===== src/rtl/sprite_sched_pkg.sv =====
// Shared types and constants for the sprite draw scheduler.
// Engine indices, default widths and the scheduler state encoding.
package sprite_sched_pkg;

  typedef enum logic [2:0] {
    IDLE,
    SELECT,
    GRANT,
    RELEASE,
    DONE
  } state_t;

  localparam int REQ_PLAYER = 0;
  localparam int REQ_ALIEN  = 1;
  localparam int REQ_BULLET = 2;

  localparam int DEF_NUM_REQ = 3;
  localparam int DEF_X_W     = 9;
  localparam int DEF_Y_W     = 8;
  localparam int DEF_C_W     = 3;
  localparam int DEF_TIMEOUT = 1024;

  function automatic int idx_w(input int n);
    return (n > 1) ? $clog2(n) : 1;
  endfunction

endpackage


===== src/rtl/sprite_draw_scheduler_pick.sv =====
// Pending-mask encoder: first set bit at or after start, wrapping.
// With start tied to zero it is a plain lowest-index priority encoder.
import sprite_sched_pkg::*;

module sched_pick #(
  parameter int NUM_REQ = DEF_NUM_REQ,
  parameter int IDX_W   = idx_w(DEF_NUM_REQ)
) (
  input  logic [NUM_REQ-1:0] pending,
  input  logic [IDX_W-1:0]   start,
  output logic [IDX_W-1:0]   idx,
  output logic               found
);

  always_comb begin
    int j;
    idx   = '0;
    found = 1'b0;
    j     = 0;
    for (int k = 0; k < NUM_REQ; k++) begin
      j = int'(start) + k;
      if (j >= NUM_REQ) j = j - NUM_REQ;
      if (!found && pending[j]) begin
        found = 1'b1;
        idx   = IDX_W'(j);
      end
    end
  end

endmodule


===== src/rtl/sprite_draw_scheduler.sv =====
// Frame scheduler time-multiplexing one pixel-plot port between engines.
// Define SPRITE_SCHED_RR_EN for round-robin start rotation per round.
import sprite_sched_pkg::*;

module sprite_draw_scheduler #(
  parameter int NUM_REQ = DEF_NUM_REQ,
  parameter int X_W     = DEF_X_W,
  parameter int Y_W     = DEF_Y_W,
  parameter int C_W     = DEF_C_W,
  parameter int TIMEOUT = DEF_TIMEOUT
) (
  input  logic                   clk,
  input  logic                   reset,
  input  logic                   frame_tick,
  input  logic [NUM_REQ-1:0]     req,
  output logic [NUM_REQ-1:0]     grant,
  input  logic [NUM_REQ-1:0]     px_valid,
  input  logic [NUM_REQ-1:0]     px_last,
  input  logic [NUM_REQ*X_W-1:0] px_x,
  input  logic [NUM_REQ*Y_W-1:0] px_y,
  input  logic [NUM_REQ*C_W-1:0] px_colour,
  output logic [X_W-1:0]         x,
  output logic [Y_W-1:0]         y,
  output logic [C_W-1:0]         colour,
  output logic                   plot,
  output logic                   busy,
  output logic                   frame_done,
  output logic                   overrun,
  output logic                   timeout_err
);

  localparam int IW   = idx_w(NUM_REQ);
  localparam int WD_W = (TIMEOUT > 2) ? $clog2(TIMEOUT) : 1;
  localparam logic [NUM_REQ-1:0] ONE = NUM_REQ'(1);
  localparam logic [WD_W-1:0] WD_MAX = WD_W'(TIMEOUT - 1);

  state_t             state;
  logic [NUM_REQ-1:0] pending;
  logic [IW-1:0]      cur;
  logic [WD_W-1:0]    wd;
  logic [IW-1:0]      start;
  logic [IW-1:0]      pick_idx;
  logic               pick_found;
  logic               cur_valid;
  logic               cur_last;

`ifdef SPRITE_SCHED_RR_EN
  logic [IW-1:0] ptr;
  assign start = ptr;
`else
  assign start = '0;
`endif

  sched_pick #(
    .NUM_REQ (NUM_REQ),
    .IDX_W   (IW)
  ) u_pick (
    .pending (pending),
    .start   (start),
    .idx     (pick_idx),
    .found   (pick_found)
  );

  assign cur_valid = px_valid[cur];
  assign cur_last  = px_last[cur];
  assign busy      = (state != IDLE);

  always_ff @(posedge clk or posedge reset) begin
    if (reset) begin
      state       <= IDLE;
      pending     <= '0;
      cur         <= '0;
      wd          <= '0;
      grant       <= '0;
      x           <= '0;
      y           <= '0;
      colour      <= '0;
      plot        <= 1'b0;
      frame_done  <= 1'b0;
      overrun     <= 1'b0;
      timeout_err <= 1'b0;
`ifdef SPRITE_SCHED_RR_EN
      ptr         <= '0;
`endif
    end else begin
      plot       <= 1'b0;
      frame_done <= 1'b0;
      if (frame_tick && state != IDLE) overrun <= 1'b1;
      unique case (state)
        IDLE: begin
          if (frame_tick) begin
            pending <= req;
            state   <= SELECT;
          end
        end
        SELECT: begin
          if (!pick_found) begin
            frame_done <= 1'b1;
            state      <= DONE;
          end else begin
            cur   <= pick_idx;
            grant <= ONE << pick_idx;
            wd    <= '0;
            state <= GRANT;
          end
        end
        GRANT: begin
          if (cur_valid) begin
            x      <= px_x[cur*X_W +: X_W];
            y      <= px_y[cur*Y_W +: Y_W];
            colour <= px_colour[cur*C_W +: C_W];
            plot   <= 1'b1;
            wd     <= '0;
            if (cur_last) state <= RELEASE;
          end else if (wd == WD_MAX) begin
            timeout_err <= 1'b1;
            state       <= RELEASE;
          end else begin
            wd <= wd + 1'b1;
          end
        end
        // grant falls on leaving RELEASE, so SELECT is the dead cycle
        RELEASE: begin
          grant        <= '0;
          pending[cur] <= 1'b0;
          state        <= SELECT;
        end
        DONE: begin
`ifdef SPRITE_SCHED_RR_EN
          ptr <= (ptr == IW'(NUM_REQ - 1)) ? '0 : ptr + 1'b1;
`endif
          state <= IDLE;
        end
        default: state <= IDLE;
      endcase
    end
  end

endmodule

===== config.mk =====
export PLATFORM = sky130hd
export DESIGN_NAME = sprite_draw_scheduler
export DESIGN_NICKNAME = d
export VERILOG_FILES = /design/src/rtl/sprite_sched_pkg.sv /design/src/rtl/sprite_draw_scheduler_pick.sv /design/src/rtl/sprite_draw_scheduler.sv
export SDC_FILE = /design/constraint.sdc
export NUM_CORES = 1
export LEC_CHECK = 0
export ABC_AREA = 1
export BUFFER_PORTS_ARGS = -buffer_cell sky130_fd_sc_hd__buf_2
export CAP_MARGIN = 0
export CORE_MARGIN = 2
export CORE_UTILIZATION = 30
export CTS_CLUSTER_SIZE = 28
export DETAILED_ROUTE_END_ITERATION = 6
export PLACE_DENSITY = 0.55
export REMOVE_ABC_BUFFERS = 1
export SLEW_MARGIN = 20
export SYNTH_ARGS = -nofsm -noshare
export SYNTH_HDL_FRONTEND = slang
export SYNTH_HIERARCHICAL = 1
export SYNTH_SLANG_ARGS = --single-unit

===== constraint.sdc =====
create_clock -name clk -period 4.2 [get_ports clk]
set_input_delay 0.21 -clock clk [delete_from_list [all_inputs] [get_ports clk]]
set_output_delay 0.21 -clock clk [all_outputs]
set_load 0.01 [all_outputs]

==> impl_results.rst <==
.. list-table::
   :header-rows: 1

   * - Metric
     - Value
   * - Io pins
     - 100
   * - Final RePlAce weighted congestion
     - 0.823
   * - Most used cell, CP
     - sky130_fd_sc_hd__nand2_1
   * - Remaining routing DRC violations
     - 0
   * - Leakage
     - around 0.0019 uW
   * - Biggest cell delay along the critical path
     - 0.75 ns
   * - Maximum achievable frequency
     - ~340 MHz
   * - Worst hold slack after final layout
     - approximately 0.10 ns
   * - Die Area
     - 9720 um^2
   * - Synthesized instance count
     - 400
   * - Crit Path Max Fanout
     - 24
   * - Cell family contributing the most delay on the critical path
     - simple AND/OR/NAND/NOR gates
   * - Fill cell total of the finished layout
     - between 900 and 1000
   * - # port buffers
     - about 100
   * - Number of failing hold endpoints at the final stage
     - 0
   * - Critical path type
     - flop to flop
   * - Sinks on the clock net
     - 45
   * - Final Total Pwr
     - 2070 uW
   * - Element type at the critical path start
     - flop
   * - Worst skew pair latency
     - 0.31 ns
   * - Sum of negative setup slack
     - 0 ns
   * - Arrival time reported for the critical path endpoint
     - 3.15 ns
   * - Initial Util
     - 30.8%
   * - Total number of vias
     - roughly 2800
   * - Wire length reported by the detailed router
     - about 7500 um
   * - Fraction of the cycle the final worst path needs
     - 70.1%
   * - Total non-filler cell area in the finished layout
     - around 3400 um^2
   * - Total congestion overflow
     - 0
   * - Critical path required time
     - ~4.4 ns
   * - Drt via density
     - 4.66
   * - Number of antenna cells inserted
     - 0
   * - Maximum number of pins on one net before global-route repair
     - 46
   * - Fraction of the yosys area taken by sequential cells
     - 41.9%
   * - Final count of pins violating max slew
     - 0
   * - Bufs on Longest Clock Path
     - 2
   * - Sort of element at the end of the critical path
     - flop
   * - Worst reg-to-reg setup slack
     - between 1 and 1.5 ns
   * - Hold Crit Class
     - input port to flop
   * - Most area-consuming cells after synthesis
     - sky130_fd_sc_hd__dfrtp_1, sky130_fd_sc_hd__nand2_1, sky130_fd_sc_hd__nand3_1
   * - Net total in the final layout
     - 573
   * - Placed standard-cell area
     - 3280 um^2
   * - Post-CTS Hold Buffers
     - 0
   * - Sequence of cells on the critical path
     - inv_2, nor2_2, nand2_1, nand3_2, nand2_1, inv_2, nand2_1, nand3_1, nor2_1
   * - Number of CTS-inserted buffers
     - 5
   * - Worst Path Buf+Inv
     - 2
   * - Netlist area before placement
     - 2690 um^2
   * - Fin util
     - 39.0%
   * - Mean Syn Cell Area
     - 6.71 um^2
   * - Number of DRC markers in iteration 0
     - around 120
   * - Y dimension of the die
     - roughly 100 um
   * - First-pass DRT Iterations
     - 4
   * - Worst supply voltage drop on vdd
     - ~0.22 mV
   * - Area overhead of the layout relative to synthesis
     - 26.6%
   * - RSZ-0062 raised after global routing
     - false
   * - Average wire per standard cell
     - 12.3 um
   * - Vias in the first global route
     - 2561
   * - Row count
     - 34
   * - H-tree depth
     - 2
   * - Max-slew headroom
     - a little over a third
   * - Worst Tran Pin Value
     - 0.959 ns
   * - Half-perimeter wire length after detailed placement
     - around 5500 um
   * - Run status
     - finished clean
   * - Number of buffers added for setup after CTS
     - 0
   * - Post-synthesis cell type with the largest combined area
     - sky130_fd_sc_hd__dfrtp_1
   * - Power density over cell area
     - 608 nW/um^2
   * - Gates resized, CTS repair
     - 0
   * - Final setup violating endpoints
     - 0
   * - CP max stage cell
     - sky130_fd_sc_hd__nor2_2
   * - Register bit count reported by yosys
     - 45
   * - Die Wd
     - 98.6 um
   * - Number of antenna violations at the first check in global routing
     - 0
   * - Number of maximum-capacitance violations
     - 0
   * - Detail Route Antenna Nets
     - 0
   * - Clock root buffer master
     - sky130_fd_sc_hd__clkbuf_8
   * - Count of different cell masters after synthesis
     - 28
   * - Fraction of final layout cells sized beyond drive strength 1
     - between 20% and 30%
   * - Share of Yosys cell area claimed by the top area cell type
     - 41.9%
   * - Max Clock Skew
     - 0.00462 ns
   * - Clock tree from TritonCTS
     - yes
   * - Total routing resource utilization after global routing
     - between 10% and 20%
   * - CTS clk-pin slew, worst paths
     - 0.09 ns
   * - Number of warnings reported in the yosys synthesis log
     - 6
   * - Final critical delay including setup and external delays
     - between 2 and 3 ns
   * - Placeable core region
     - between 8000 and 9000 um^2
   * - Wire length of the first global-routing pass
     - between 10000 and 15000 um
routing by layer:
metal | share of wire [%] | routed length, um | track usage [%] | vias up
met5 | 0 | 0 | 0 | -
met4 | 0.84 | 63 | 3.79 | 0
met3 | 6.6 | 491 | 3.48 | 4
met2 | 45 | 3370 | 24.6 | 87
met1 | 47 | 3550 | 21.0 | 1268
li1 | - | - | - | 1463
final timing paths:
check | from | end | depth (start not counted)
max | cur[1] | state[0] | 9
min | req[0] | pending[0] | 3
max reg2reg | cur[1] | state[0] | 9
min reg2reg | overrun | overrun | 1
max in group asynchronous | reset | grant[2] | 2
min in group asynchronous | reset | colour[2] | 2
cells in the mapped netlist (all sizes together):
master	instances
inv	35
nand4	7
dfrtp	45
o21ai	15
a21oi	7
nand2	176
nor4	2
a21boi	1
nor3	3
o31ai	1
or2	2
a21o	1
conb	1
buf	4
clkbuf	11
ha	4
a31oi	1
nand3	62
nor2	22
per-stage QoR:
step,worst slack (ns),cells
final,1.25,606
after global routing,0.952,606
after CTS,1.20,606
after detailed placement,1.21,598
after global placement,1.33,598
after floorplan,1.58,389
placed cells by master, fill, tap and decap left out, types with 2 or more instances in the layout:
master,Yosys,final
sky130_fd_sc_hd__nand2_1,172,172
sky130_fd_sc_hd__buf_2,2,99
sky130_fd_sc_hd__nand3_1,61,61
sky130_fd_sc_hd__dfrtp_1,45,45
sky130_fd_sc_hd__inv_1,30,29
sky130_fd_sc_hd__nor2_1,21,20
sky130_fd_sc_hd__o21ai_0,11,11
sky130_fd_sc_hd__nand4_1,7,7
sky130_fd_sc_hd__a21oi_1,7,7
sky130_fd_sc_hd__inv_2,5,6
sky130_fd_sc_hd__clkbuf_8,0,6
sky130_fd_sc_hd__conb_1,1,5
sky130_fd_sc_hd__nand2_2,4,4
sky130_fd_sc_hd__o21ai_1,4,4
sky130_fd_sc_hd__ha_1,4,4
sky130_fd_sc_hd__nor3_1,2,2
sky130_fd_sc_hd__nor4_1,2,2
sky130_fd_sc_hd__buf_4,1,2
flip-flops by register name (all words and copies together), names as in the netlist:
register and count:
colour 3, cur 2, frame_done 1, grant 3, overrun 1, pending 3
plot 1, state 3, timeout_err 1, wd 10, x 9, y 8
worst min-delay path, stage by stage:
cell,delay (ns)
sky130_fd_sc_hd__buf_2,0.07
sky130_fd_sc_hd__nand2_1,0.04
sky130_fd_sc_hd__nand2_1,0.05
cell families after synthesis:
kind of cell | share of synthesized area, %
compound gates | 5.17
fa+ha+maj | 1.86
buf+inv | 7.50
flops | 41.9
other cells | 0.140
simple gates | 43.4
power by group:
part | internal (uW) | total, uW | leakage (uW) | switching, uW
clock | 194 | 349 | 0.0000574 | 155
sequential | 575 | 676 | 0.000580 | 101
combinational | 349 | 1040 | 0.00121 | 693
total | 1120 | 2070 | 0.00185 | 949
layout make-up:
class	instances	area (um^2)	share of cell area (%)
repair buffers	101	510	15.0
inverters	35	131	3.87
flip-flops and latches	45	1130	33.1
multi-input cells	309	1380	40.5
clock buffers	6	82.6	2.43
clock inverters	2	37.5	1.10
well taps	108	135	3.98
No activity file was read; power rests on OpenSTA's default activity.
